==> src/rtl/frog_pos_ctrl.sv <==
// Frog position controller: tracks (col,row) on a COLS x ROWS grid from four
// buttons with tap/hold-repeat, platform drift, respawn, freeze and event pulses.

module frog_axis_fsm #(
  parameter int HOLD_CYC = 25,
  parameter int REP_CYC  = 8
) (
  input  logic clock,
  input  logic reset_n,
  input  logic i_inc,
  input  logic i_dec,
  input  logic i_respawn,
  input  logic i_freeze,
  output logic o_step_inc,
  output logic o_step_dec
);
  localparam int CNT_MAX = (HOLD_CYC > REP_CYC) ? HOLD_CYC : REP_CYC;
  localparam int CNT_W   = (CNT_MAX > 1) ? $clog2(CNT_MAX) : 1;
  localparam logic [CNT_W-1:0] HOLD_LAST = CNT_W'(HOLD_CYC - 1);
  localparam logic [CNT_W-1:0] REP_LAST  = CNT_W'(REP_CYC - 1);

  typedef enum logic [1:0] {IDLE, DELAY, REPEAT} axis_st_t;

  axis_st_t         r_st;
  logic [CNT_W-1:0] r_cnt;
  logic             r_dir;   // 0: inc button owns the hold, 1: dec button
  logic             r_lock;  // set by respawn; a still-held button must be released first

  logic w_one, w_keep, w_inc, w_dec;

  assign w_one  = i_inc ^ i_dec;
  assign w_keep = w_one && (r_dir ? i_dec : i_inc);

  always_comb begin
    w_inc = 1'b0;
    w_dec = 1'b0;
    if (!i_respawn && !i_freeze) begin
      case (r_st)
        IDLE: if (w_one && !r_lock) begin
          w_inc = i_inc;
          w_dec = i_dec;
        end
        DELAY: if (w_keep && r_cnt == HOLD_LAST) begin
          w_inc = !r_dir;
          w_dec = r_dir;
        end
        REPEAT: if (w_keep && r_cnt == REP_LAST) begin
          w_inc = !r_dir;
          w_dec = r_dir;
        end
        default: ;
      endcase
    end
  end

  assign o_step_inc = w_inc;
  assign o_step_dec = w_dec;

  always_ff @(posedge clock) begin
    if (!reset_n) begin
      r_st   <= IDLE;
      r_cnt  <= '0;
      r_dir  <= 1'b0;
      r_lock <= 1'b0;
    end else if (i_respawn) begin
      r_st   <= IDLE;
      r_cnt  <= '0;
      r_lock <= 1'b1;
    end else if (!i_freeze) begin
      r_lock <= r_lock && (i_inc || i_dec);
      case (r_st)
        IDLE: if (w_one && !r_lock) begin
          r_st  <= DELAY;
          r_cnt <= '0;
          r_dir <= i_dec;
        end
        DELAY: begin
          if (!w_keep) begin
            r_st  <= IDLE;
            r_cnt <= '0;
          end else if (r_cnt == HOLD_LAST) begin
            r_st  <= REPEAT;
            r_cnt <= '0;
          end else begin
            r_cnt <= r_cnt + CNT_W'(1);
          end
        end
        REPEAT: begin
          if (!w_keep) begin
            r_st  <= IDLE;
            r_cnt <= '0;
          end else if (r_cnt == REP_LAST) begin
            r_cnt <= '0;
          end else begin
            r_cnt <= r_cnt + CNT_W'(1);
          end
        end
        default: begin
          r_st  <= IDLE;
          r_cnt <= '0;
        end
      endcase
    end
  end
endmodule

module frog_pos_ctrl #(
  parameter int COLS      = 16,
  parameter int ROWS      = 16,
  parameter int START_COL = 7,
  parameter int START_ROW = 0,
  parameter int HOLD_CYC  = 25,
  parameter int REP_CYC   = 8,
  parameter int COL_W     = (COLS > 1) ? $clog2(COLS) : 1,
  parameter int ROW_W     = (ROWS > 1) ? $clog2(ROWS) : 1
) (
  input  logic             clock,
  input  logic             reset_n,
  input  logic             l,
  input  logic             r,
  input  logic             u,
  input  logic             d,
  input  logic             drift_l,
  input  logic             drift_r,
  input  logic             respawn,
  input  logic             freeze,
  output logic [COL_W-1:0] col,
  output logic [ROW_W-1:0] row,
  output logic             moved,
  output logic             home,
  output logic             edge_kill
);
  localparam logic [COL_W-1:0] COL_MAX = COL_W'(COLS - 1);
  localparam logic [ROW_W-1:0] ROW_MAX = ROW_W'(ROWS - 1);
  localparam logic [COL_W-1:0] COL_RST = COL_W'(START_COL);
  localparam logic [ROW_W-1:0] ROW_RST = ROW_W'(START_ROW);

  logic [COL_W-1:0] r_col, w_col_nxt;
  logic [ROW_W-1:0] r_row, w_row_nxt;
  logic             r_moved, r_home, r_kill;
  logic             w_c_inc, w_c_dec, w_r_inc, w_r_dec;
  logic             w_c_mv, w_r_mv, w_kill;

  frog_axis_fsm #(.HOLD_CYC(HOLD_CYC), .REP_CYC(REP_CYC)) u_col_fsm (
    .clock(clock), .reset_n(reset_n), .i_inc(l), .i_dec(r),
    .i_respawn(respawn), .i_freeze(freeze),
    .o_step_inc(w_c_inc), .o_step_dec(w_c_dec)
  );

  frog_axis_fsm #(.HOLD_CYC(HOLD_CYC), .REP_CYC(REP_CYC)) u_row_fsm (
    .clock(clock), .reset_n(reset_n), .i_inc(u), .i_dec(d),
    .i_respawn(respawn), .i_freeze(freeze),
    .o_step_inc(w_r_inc), .o_step_dec(w_r_dec)
  );

  // Drift only when the column FSM issued no step request; a clamped button step still wins.
  always_comb begin
    w_col_nxt = r_col;
    w_c_mv    = 1'b0;
    w_kill    = 1'b0;
    if (w_c_inc) begin
      if (r_col != COL_MAX) begin
        w_col_nxt = r_col + COL_W'(1);
        w_c_mv    = 1'b1;
      end
    end else if (w_c_dec) begin
      if (r_col != '0) begin
        w_col_nxt = r_col - COL_W'(1);
        w_c_mv    = 1'b1;
      end
    end else if (!respawn && !freeze && (drift_l != drift_r)) begin
      if (drift_l) begin
        if (r_col == COL_MAX) w_kill = 1'b1;
        else                  w_col_nxt = r_col + COL_W'(1);
      end else begin
        if (r_col == '0) w_kill = 1'b1;
        else             w_col_nxt = r_col - COL_W'(1);
      end
    end
  end

  always_comb begin
    w_row_nxt = r_row;
    w_r_mv    = 1'b0;
    if (w_r_inc && r_row != ROW_MAX) begin
      w_row_nxt = r_row + ROW_W'(1);
      w_r_mv    = 1'b1;
    end else if (w_r_dec && r_row != '0) begin
      w_row_nxt = r_row - ROW_W'(1);
      w_r_mv    = 1'b1;
    end
  end

  always_ff @(posedge clock) begin
    if (!reset_n || respawn) begin
      r_col   <= COL_RST;
      r_row   <= ROW_RST;
      r_moved <= 1'b0;
      r_home  <= 1'b0;
      r_kill  <= 1'b0;
    end else if (freeze) begin
      r_moved <= 1'b0;
      r_home  <= 1'b0;
      r_kill  <= 1'b0;
    end else begin
      r_col   <= w_col_nxt;
      r_row   <= w_row_nxt;
      r_moved <= w_c_mv || w_r_mv;
      r_home  <= (w_row_nxt == ROW_MAX) && (r_row != ROW_MAX);
      r_kill  <= w_kill;
    end
  end

  assign col       = r_col;
  assign row       = r_row;
  assign moved     = r_moved;
  assign home      = r_home;
  assign edge_kill = r_kill;
endmodule

==> config.mk <==
export PLATFORM = sky130hd
export DESIGN_NAME = frog_pos_ctrl
export DESIGN_NICKNAME = d
export VERILOG_FILES = /design/src/rtl/frog_pos_ctrl.sv
export SDC_FILE = /design/constraint.sdc
export NUM_CORES = 1
export LEC_CHECK = 0
export BUFFER_PORTS_ARGS = -buffer_cell sky130_fd_sc_hd__buf_2
export CORE_UTILIZATION = 45
export DETAILED_ROUTE_END_ITERATION = 8
export GPL_TIMING_DRIVEN = 0
export SLEW_MARGIN = 40
export SYNTH_ARGS = -nofsm -noshare
export SYNTH_HDL_FRONTEND = slang
export SYNTH_SLANG_ARGS = --single-unit
==> constraint.sdc <==
create_clock -name clock -period 2.5 [get_ports clock]
set_clock_uncertainty 0.15 [all_clocks]
set_input_delay 0 -clock clock [delete_from_list [all_inputs] [get_ports clock]]
set_output_delay 0 -clock clock [all_outputs]
set_load 0.05 [all_outputs]
==> impl_metrics.env <==
export IMPL_setup_violations=0
export IMPL_maxCapViolCount=0
export IMPL_hpwlAfterDp_um=3781
export IMPL_tightest_slew_ns=0.6290
export IMPL_clkLatencyLatePin_ns=0.28
export IMPL_ys_ff_latch=29
export IMPL_r2r_start="u_col_fsm.r_st[0]"
export IMPL_syn_nets=310
export IMPL_place_inst=368
export IMPL_grt_start_max_net_pins=11
export IMPL_worst_endpoint_arrival_ns=2.46
export IMPL_fin_hold_ws_ns=0.02409
export IMPL_synth_top_area_cell="dfxtp_1"
export IMPL_comb_power_share=0.176
export IMPL_top_usage_layer="met2"
export IMPL_relSlewSlack=0.5798
export IMPL_use_met1=0.2951
export IMPL_cts_root_buffer="clkbuf_8"
export IMPL_nFillCells=498
export IMPL_routed_wl_um=5207
export IMPL_fin_ws_ns=0.1020
export IMPL_rrSetupSlack_ns=0.12
export IMPL_net_switching_power_mw=0.3052
export IMPL_internal_power_mw=0.7371
export IMPL_grt_pass1_wl_um=8990
export IMPL_vias=2107
export IMPL_dp_slack_ns=-0.002921
export IMPL_worstHoldPathType="in2reg"
export IMPL_port_buffers=19
export IMPL_via_per_inst=5.473
export IMPL_first_global_vias=2000
export IMPL_die_w_um=72.47
export IMPL_num_rows=25
export IMPL_slowest_delay_ns=0.51
export IMPL_reg2reg_depth=8
export IMPL_startpoint_type="input pin"
export IMPL_critPathCaptureType="flip-flop"
export IMPL_dieArea_um2=5252
export IMPL_cts_tree="done"
export IMPL_report_final_slew_viol_count=0
export IMPL_yosysWarningCount=0
export IMPL_n_antenna_cell=0
export IMPL_cts_clk_slew_worst_paths_ns=0.07
export IMPL_met2_usage=0.3406
export IMPL_syn_area_um2=2235
export IMPL_rsz0062_at_grt="yes"
export IMPL_ys_flop_type="dfxtp_1"
export IMPL_avgSynthCellArea_um2=7.924
export IMPL_cp_slowest_cell="dlygate4sd3_1"
export IMPL_worstPathRequired_ns=2.56
export IMPL_vdd_ir_drop_max_v=0.0002298
export IMPL_mostFrequentLayoutCell="nor2_1"
export IMPL_critPathKind="in2reg"
export IMPL_cp_max_fo=8
export IMPL_crit_family="compound AO/OA/AOI/OAI gates"
export IMPL_fin_crit_sh=0.9592
export IMPL_startpoint="r"
export IMPL_status="finished clean"
export IMPL_netlist_top_cells_area="dfxtp_1 (26%), ha_1 (10%), a21oi_1 (5.2%)"
export IMPL_switching_share=0.2928
export IMPL_fin_setup_tns_ns=0
export IMPL_reg2reg_to="col[3]"
export IMPL_drc=0
export IMPL_ant_nets=0
export IMPL_worstSetupEndpoint="col[3]"
export IMPL_p_clk_frac=0.365
export IMPL_cts_buffers=5
export IMPL_yosys_area_top_type_share=0.2598
export IMPL_io_pins=21
export IMPL_cts_sinks=29
export IMPL_use_met3=0.04306
export IMPL_syn_to_final_growth_pct=18.81
export IMPL_fin_crit_ns=2.398
export IMPL_fin_cells=385
export IMPL_drt_pass1_iter_count=4
export IMPL_p_leak_nw=1.008
export IMPL_synth_edf_count=0
export IMPL_synthDistinctLibCells=61
export IMPL_design_area_um2=2655
export IMPL_crit_buf_inv=3
export IMPL_power_frac_seq=0.459
export IMPL_fmaxAchievable_ghz=0.4170
export IMPL_netlist_instances=282
export IMPL_overflow=0
export IMPL_gp_congestion=0.8296
export IMPL_layout_common_cells="nor2_1 (27), dfxtp_1 (26), a21oi_1 (22)"
export IMPL_antenna_found_initial=0
export IMPL_clk_path_buf_depth=2
export IMPL_drive_above_1_share=0.1667
export IMPL_hold_violations=0
export IMPL_ys_async_sr_fraction=0
export IMPL_start_util=0.4700
export IMPL_track_usage=0.2169
export IMPL_nets=345
export IMPL_hold_depth=4
export IMPL_die_y_um=72.47
export IMPL_p_per_area_nw_per_um2=392.6
export IMPL_cp_depth=10
export IMPL_ys_seq_area_frac=0.2598
export IMPL_routedWlPerCell_um=13.52
export IMPL_worstPathCellList="dlygate4sd3_1, buf_2, inv_1, ha_1, and4b_1, and2_1, a21oi_1, o22ai_1, a211oi_1, mux2i_1"
export IMPL_drt_initial_drc_count=101
export IMPL_coreArea_um2=4755
export IMPL_placed_cell_area_um2=2414
export IMPL_htree_levels=2
==> kinds of logic after synthesis <==
group / after synthesis / synth area share
AND/OR/NAND/NOR: 124 / 0.3102
multiplexers: 9 / 0.04199
flip-flops: 29 / 0.2598
buffers and inverters: 24 / 0.04535
AO/OA/AOI/OAI: 75 / 0.2301
XOR/XNOR: 3 / 0.01176
adder cells (fa/ha/maj): 18 / 0.1008
==> synth_stat cells, types with 3 or more instances <==
master and n:
dfxtp_1 29, nor2_1 27, a21oi_1 23, ha_1 18, inv_1 18, nand3_1 18
nand2_1 17, o21ai_0 14, nand2b_1 9, nor2b_1 8, nor3_1 7, and3_1 6
mux2i_1 6, and2_1 5, nand3b_1 5, a21o_1 4, clkbuf_1 4, mux2_2 3
o22ai_1 3, or3_1 3
==> stage by stage <==
stage	util	power [mW]
final	0.5584	1.042
after global routing	0.5584	1.096
after CTS	0.5453	1.053
after detailed placement	0.5076	0.6525
after global placement	0.5076	0.6518
after floorplan	-	0.6088
==> worst reg2reg max path, cell delays in order, from the launching register on <==
cell and delay (ns):
dfxtp_1 0.38, inv_1 0.08, ha_1 0.36, nor2b_1 0.15, and4_1 0.20, a21oi_1 0.26, o22ai_1 0.21, a211oi_1 0.32
mux2i_1 0.21
==> power groups by stage <==
stage	sequential, mW	combinational [mW]	clock [mW]
floorplan	0.496	0.113	0
global placement	0.488	0.164	0
detailed placement	0.489	0.164	0
CTS	0.478	0.176	0.399
global route	0.480	0.203	0.413
finish	0.479	0.184	0.380
==> cell type report <==
class	instances	area [um^2]	share of cell area
timing repair buffer	29	192.7	0.07257
clock buffer	6	72.57	0.02733
multi-input combinational	229	1614	0.6079
inverter	18	67.56	0.02545
clock inverter	2	10.01	0.003770
sequential	29	584.3	0.2201
buffer	5	30.03	0.01131
tap	67	83.83	0.03157
==> repair_timing <==
item                       4_1_cts  5_1_grt
pin swaps                        0        2
hold endpoints to repair         8        0
gates cloned                     0        0
gates resized for setup          1       11
setup endpoints to repair        1        5
buffers inserted                 0        1
hold buffers                     9        0
==> state kept, by name, summed over array words and instances, names as in the netlist <==
register          flops
u_col_fsm.r_cnt       5
col                   4
u_col_fsm.r_dir       1
u_row_fsm.r_st        2
u_col_fsm.r_st        2
u_col_fsm.r_lock      1
u_row_fsm.r_dir       1
u_row_fsm.r_lock      1
edge_kill             1
row                   4
moved                 1
home                  1
u_row_fsm.r_cnt       5
==> layer usage <==
layer | share of wire | vias up
met5 | 0 | -
met4 | 0.014 | 0
met3 | 0.026 | 7
met2 | 0.45 | 27
met1 | 0.51 | 967
li1 | - | 1106
==> how the worst min path moves through the flow <==
stage | startpoint | endpoint | slack (ns)
2_1_floorplan | reset_n | u_col_fsm.r_lock | -0.02
3_3_place_gp | respawn | u_col_fsm.r_lock | 0.14
3_5_place_dp | respawn | u_col_fsm.r_lock | 0.16
4_1_cts | freeze | moved | 0.003
5_1_grt | freeze | moved | 0.07
6_report | freeze | moved | 0.02
Note: power is estimated with default switching activity, not from simulation.
